[config.mk]
export PLATFORM = sky130hd
export DESIGN_NAME = stu_upstream_pkt_buf
export DESIGN_NICKNAME = d
export VERILOG_FILES = /design/src/rtl/stu_upstream_pkt_buf.sv
export SDC_FILE = /design/constraint.sdc
export NUM_CORES = 1
export LEC_CHECK = 0
export ABC_AREA = 1
export CELL_PAD_IN_SITES_DETAIL_PLACEMENT = 1
export CELL_PAD_IN_SITES_GLOBAL_PLACEMENT = 1
export CORE_ASPECT_RATIO = 1.75
export CORE_MARGIN = 2
export CORE_UTILIZATION = 47
export CTS_CLUSTER_SIZE = 8
export DETAILED_ROUTE_END_ITERATION = 10
export GPL_ROUTABILITY_DRIVEN = 0
export GPL_TIMING_DRIVEN = 0
export PLACE_DENSITY_LB_ADDON = 0.1
export SLEW_MARGIN = 20
export SYNTH_ARGS = -nofsm -noshare
export SYNTH_HDL_FRONTEND = slang
export SYNTH_SLANG_ARGS = --single-unit
[constraint.sdc]
create_clock -name clk -period 19.7 [get_ports clk]
set_input_delay 4.925 -clock clk [delete_from_list [all_inputs] [get_ports clk]]
set_output_delay 4.925 -clock clk [all_outputs]
set_load 0.1 [all_outputs]
[src/rtl/stu_upstream_pkt_buf.sv]
// Per-PE upstream packet buffer: framing-checked flit FIFO that releases packets
// store-and-forward, falling back to cut-through when a packet overflows the buffer.
module stu_upstream_pkt_buf #(
    parameter int DATA_W = 64,
    parameter int TYPE_W = 2,
    parameter int OOB_W  = 32,
    parameter int DEPTH  = 8
) (
    input  logic              clk,
    input  logic              reset_poweron,
    input  logic              src__stub__valid,
    input  logic [1:0]        src__stub__cntl,
    input  logic [TYPE_W-1:0] src__stub__type,
    input  logic [DATA_W-1:0] src__stub__data,
    input  logic [OOB_W-1:0]  src__stub__oob_data,
    output logic              stub__src__ready,
    output logic              pe__stu__valid,
    output logic [1:0]        pe__stu__cntl,
    output logic [TYPE_W-1:0] pe__stu__type,
    output logic [DATA_W-1:0] pe__stu__data,
    output logic [OOB_W-1:0]  pe__stu__oob_data,
    input  logic              stu__pe__ready,
    output logic              stub__sys__frame_err,
    output logic              stub__sys__empty
);
    localparam int AW = $clog2(DEPTH);
    localparam int PW = AW + 1;
    localparam int CW = $clog2(DEPTH + 1);
    localparam int EW = 2 + TYPE_W + DATA_W + OOB_W;

    localparam logic [1:0] CNTL_MOM     = 2'b00;
    localparam logic [1:0] CNTL_SOM     = 2'b01;
    localparam logic [1:0] CNTL_EOM     = 2'b10;
    localparam logic [1:0] CNTL_SOM_EOM = 2'b11;

    typedef enum logic {ST_IDLE, ST_SEND} state_t;

    logic [EW-1:0] mem_q [DEPTH];
    logic [PW-1:0] wr_ptr_q, wr_ptr_d, rd_ptr_q, rd_ptr_d;
    logic [CW-1:0] pkt_cnt_q, pkt_cnt_d;
    logic          in_pkt_q, in_pkt_d;
    logic          frame_err_q, frame_err_d;
    logic          ready_en_q, ready_en_d;
    state_t        state_q, state_d;

    logic          full, empty, wr_fire, wr_en, rd_en, out_valid;
    logic [EW-1:0] head;
    logic [1:0]    head_cntl;

    assign empty     = (wr_ptr_q == rd_ptr_q);
    assign full      = (wr_ptr_q[AW] != rd_ptr_q[AW]) &&
                       (wr_ptr_q[AW-1:0] == rd_ptr_q[AW-1:0]);
    assign head      = mem_q[rd_ptr_q[AW-1:0]];
    assign head_cntl = head[EW-1 -: 2];

    // ready_en_q keeps ready low until the first edge after reset release
    assign stub__src__ready = ready_en_q && !full;
    assign wr_fire          = src__stub__valid && stub__src__ready;

    always_comb begin
        wr_en       = 1'b0;
        in_pkt_d    = in_pkt_q;
        frame_err_d = frame_err_q;
        ready_en_d  = 1'b1;
        if (wr_fire) begin
            if (!in_pkt_q) begin
                case (src__stub__cntl)
                    CNTL_SOM: begin
                        wr_en    = 1'b1;
                        in_pkt_d = 1'b1;
                    end
                    CNTL_SOM_EOM: wr_en = 1'b1;
                    default:      frame_err_d = 1'b1;
                endcase
            end else begin
                case (src__stub__cntl)
                    CNTL_MOM: wr_en = 1'b1;
                    CNTL_EOM: begin
                        wr_en    = 1'b1;
                        in_pkt_d = 1'b0;
                    end
                    default:  frame_err_d = 1'b1;
                endcase
            end
        end
    end

    // In IDLE a packet is released once its EOM is resident, or when the buffer is full
    always_comb begin
        out_valid = 1'b0;
        state_d   = state_q;
        case (state_q)
            ST_IDLE: out_valid = !empty && head_cntl[0] && ((pkt_cnt_q != '0) || full);
            ST_SEND: out_valid = !empty;
            default: out_valid = 1'b0;
        endcase
        rd_en = out_valid && stu__pe__ready;
        if (rd_en) begin
            if (state_q == ST_IDLE && head_cntl == CNTL_SOM) state_d = ST_SEND;
            if (state_q == ST_SEND && head_cntl == CNTL_EOM) state_d = ST_IDLE;
        end
    end

    always_comb begin
        wr_ptr_d  = wr_en ? wr_ptr_q + PW'(1) : wr_ptr_q;
        rd_ptr_d  = rd_en ? rd_ptr_q + PW'(1) : rd_ptr_q;
        pkt_cnt_d = pkt_cnt_q;
        case ({wr_en && src__stub__cntl[1], rd_en && head_cntl[1]})
            2'b10:   pkt_cnt_d = pkt_cnt_q + CW'(1);
            2'b01:   pkt_cnt_d = pkt_cnt_q - CW'(1);
            default: pkt_cnt_d = pkt_cnt_q;
        endcase
    end

    always_ff @(posedge clk or negedge reset_poweron) begin
        if (!reset_poweron) begin
            wr_ptr_q    <= '0;
            rd_ptr_q    <= '0;
            pkt_cnt_q   <= '0;
            in_pkt_q    <= 1'b0;
            frame_err_q <= 1'b0;
            ready_en_q  <= 1'b0;
            state_q     <= ST_IDLE;
        end else begin
            wr_ptr_q    <= wr_ptr_d;
            rd_ptr_q    <= rd_ptr_d;
            pkt_cnt_q   <= pkt_cnt_d;
            in_pkt_q    <= in_pkt_d;
            frame_err_q <= frame_err_d;
            ready_en_q  <= ready_en_d;
            state_q     <= state_d;
        end
    end

    always_ff @(posedge clk) begin
        if (wr_en) begin
            mem_q[wr_ptr_q[AW-1:0]] <= {src__stub__cntl, src__stub__type,
                                        src__stub__data, src__stub__oob_data};
        end
    end

    assign pe__stu__valid = out_valid;
    assign {pe__stu__cntl, pe__stu__type, pe__stu__data, pe__stu__oob_data} =
        out_valid ? head : '0;
    assign stub__sys__frame_err = frame_err_q;
    assign stub__sys__empty     = empty;

    // The input checker guarantees every packet in the FIFO begins with a SOM
    a_idle_head_is_som : assert property (@(posedge clk) disable iff (!reset_poweron)
        (state_q == ST_IDLE && !empty) |-> head_cntl[0]);

endmodule

==> results.sh <==
export IMPL_outcome="finished clean"
export IMPL_wl_mm=104.4
export IMPL_fp_dieH_um=352.4
export IMPL_synth_edf_count=800
export IMPL_cp_start_kind="flip-flop"
export IMPL_drive_gt1_frac=0.1474
export IMPL_tightest_slew_ns=1.207
export IMPL_vias=22284
export IMPL_hold_depth=1
export IMPL_cts_num_sinks=816
export IMPL_hold_viol_final=0
export IMPL_fin_nets=2921
export IMPL_antenna_found_initial=7
export IMPL_setup_viol=0
export IMPL_core_um2=68650
export IMPL_rsz0062_at_grt="false"
export IMPL_syn_avg_cell_area_um2=13.45
export IMPL_worstPathRequired_ns=14.78
export IMPL_yosys_warnings=0
export IMPL_maxCapViolCount=0
export IMPL_grt_usage=0.2918
export IMPL_crit_fanout=10
export IMPL_reg2reg_setup_slack_ns=15.66
export IMPL_die_x_um=203.1
export IMPL_yosysTopAreaCellShare=0.7369
export IMPL_grt_first_pass_wirelength_mm=154.0
export IMPL_synth_cells=2423
export IMPL_hold_class="flip-flop to flip-flop"
export IMPL_setup_tns_ns=0
export IMPL_htreeDepth=3
export IMPL_ys_seq_elements=816
export IMPL_relSlewSlack=0.1926
export IMPL_reg2reg_depth=13
export IMPL_initial_core_util=0.4749
export IMPL_fillers=6725
export IMPL_post_route_period_util=0.4859
export IMPL_cts_tree="built"
export IMPL_area_delta_synth_final_pct=23.07
export IMPL_dp_hpwl_mm=69.68
export IMPL_postCtsResizedCells=0
export IMPL_worstHoldStart="stub__sys__frame_err"
export IMPL_post_cts_buffers=0
export IMPL_std_cell_rows=127
export IMPL_routedWlPerCell_um=27.82
export IMPL_skew_ns=0.02438
export IMPL_drc_errors=0
export IMPL_fmax_mhz=104.5
export IMPL_dr_pass1_iters=5
export IMPL_insertion_delay_ns=0.67
export IMPL_vias_per_cell=5.938
export IMPL_yosys_cell_types_count=32
export IMPL_drtIter0Drc=1585
export IMPL_ys_flop_type="edfxtp_1"
export IMPL_yosysTopAreaCell="edfxtp_1"
export IMPL_finalMaxSlewViolations=0
export IMPL_cp_arrival_ns=4.65
export IMPL_first_global_vias=24851
export IMPL_syn_area_um2=32600
export IMPL_hold_buffers=0
export IMPL_cts_root_buf="clkbuf_16"
export IMPL_min_to="stub__sys__frame_err"
export IMPL_synth_most_common_cell="edfxtp_1"
export IMPL_overflow=0
export IMPL_clockBufferDepth=3
export IMPL_postRouteAntennaNets=0
export IMPL_synth_area_leaders="edfxtp_1 74%, nand2_1 7.6%, a21oi_1 4.6%"
export IMPL_synth_commonest_cells="800 x edfxtp_1, 658 x nand2_1, 298 x a21oi_1, 107 x o21ai_0, 99 x buf_2"
export IMPL_die_area_um2=71570
export IMPL_crit_type="flip-flop to output pin"
export IMPL_fin_crit_ns=9.573
export IMPL_ys_seq_area_frac=0.7492
export IMPL_synthArstFlopShare=0.01961
export IMPL_cp_end_kind="output pin"
export IMPL_path_clk_slew_ns=0.05
export IMPL_grt_max_degree=21
export IMPL_reg2reg_to="pkt_cnt_q[2]"
export IMPL_pre_cts_ws_ns=10.87
export IMPL_io_pins=208
export IMPL_finalWorstSetupSlack_ns=10.13
export IMPL_synth_nets=2532
export IMPL_post_route_util=0.5845
export IMPL_place_port_buffers=207
export IMPL_r2r_start="rd_ptr_q[2]"
export IMPL_cts_buffers=111
==> how the worst max path moves through the flow <==
stage                        from                end  slack, ns  cells past startpoint
2_1_floorplan  src__stub__cntl[0]        mem_q[1][0]       6.78                      7
5_1_grt               rd_ptr_q[2]   pe__stu__data[0]      10.15                      7
4_1_cts               rd_ptr_q[2]  pe__stu__data[46]      10.16                      7
6_report              rd_ptr_q[2]  pe__stu__data[46]      10.13                      7
3_3_place_gp   src__stub__cntl[0]       mem_q[1][61]      -1.69                      7
3_5_place_dp          rd_ptr_q[2]   pe__stu__data[0]      10.87                      7
==> placed cells by master, fill, tap and decap left out, types with 3 or more instances in the layout <==
cell type        Yosys  final
o21ai_0            107    107
nand3_1              7      7
buf_2               99     99
xnor2_1              5      5
inv_6                0      3
dfrtp_1             16     16
buf_1               13     13
buf_4               10     31
nand2_1            658    658
ha_1                 5      5
inv_1               27     27
buf_16               0     28
clkdlybuf4s50_1      0    207
nor2_2              90     89
nor2_4               1      7
a22oi_1             98     98
a21oi_1            298    298
edfxtp_1           800    800
buf_12               0     10
clkbuf_16            0    115
nor2_1              27     22
buf_6               17     27
clkbuf_1            28     60
a32o_1              98     98
==> critical path: stages (launching register included) <==
cell	delay, ns
dfrtp_1	0.71
buf_2	0.51
clkbuf_1	0.68
buf_1	0.60
nand2_1	0.14
o21ai_0	0.29
nor2_2	0.04
clkdlybuf4s50_1	0.98
==> through the flow <==
step	std cells	cell area, um2	hold WS [ns]
after floorplan	2423	32600	0.4419
after global placement	3533	35800	0.4565
after detailed placement	3602	37100	0.4727
after CTS	3752	40120	0.4877
after global routing	3753	40120	0.5069
final	3753	40120	0.4784
==> registers in the layout (all words and copies together) (netlist names) <==
signal                count
in_pkt_q                  1
mem_q                   800
pkt_cnt_q                 4
rd_ptr_q                  4
ready_en_q                1
state_q                   1
stub__sys__frame_err      1
wr_ptr_q                  4
==> final cells by class <==
| type | instances | area [um2] | area share |
|---|---|---|---|
| Antenna cell | 1 | 2.502 | 0.00006237 |
| Buffer | 167 | 915.9 | 0.02283 |
| Clock buffer | 147 | 2998 | 0.07472 |
| Clock inverter | 3 | 26.28 | 0.0006549 |
| Inverter | 30 | 115.1 | 0.002869 |
| Multi-Input combinational cell | 1410 | 7198 | 0.1794 |
| Sequential cell | 816 | 24420 | 0.6087 |
| Tap cell | 903 | 1130 | 0.02816 |
| Timing Repair Buffer | 276 | 3313 | 0.08258 |
==> layer usage <==
layer | GRT usage | vias up | part of all wire
li1 | - | 9692 | -
met1 | 0.3264 | 11517 | 0.37
met2 | 0.5414 | 807 | 0.54
met3 | 0.04602 | 258 | 0.053
met4 | 0.1307 | 10 | 0.037
met5 | 0 | - | 0.00062
==> logic make-up (layout without fill, tap and decap cells) <==
kind of cell             Yosys count  in the layout  synth area share
flip-flops                       816            816            0.7492
XOR/XNOR                           7              7          0.001881
other                              1              2         0.0001150
buffers and inverters            197            623           0.03163
AO/OA/AOI/OAI                    602            602            0.1151
adder cells (fa/ha/maj)            5              5          0.001919
AND/OR/NAND/NOR                  795            795            0.1002
Power is left out: the tool's default activity adds up to more than one toggle a clock period on the data nets, which glitch-free logic cannot reach.
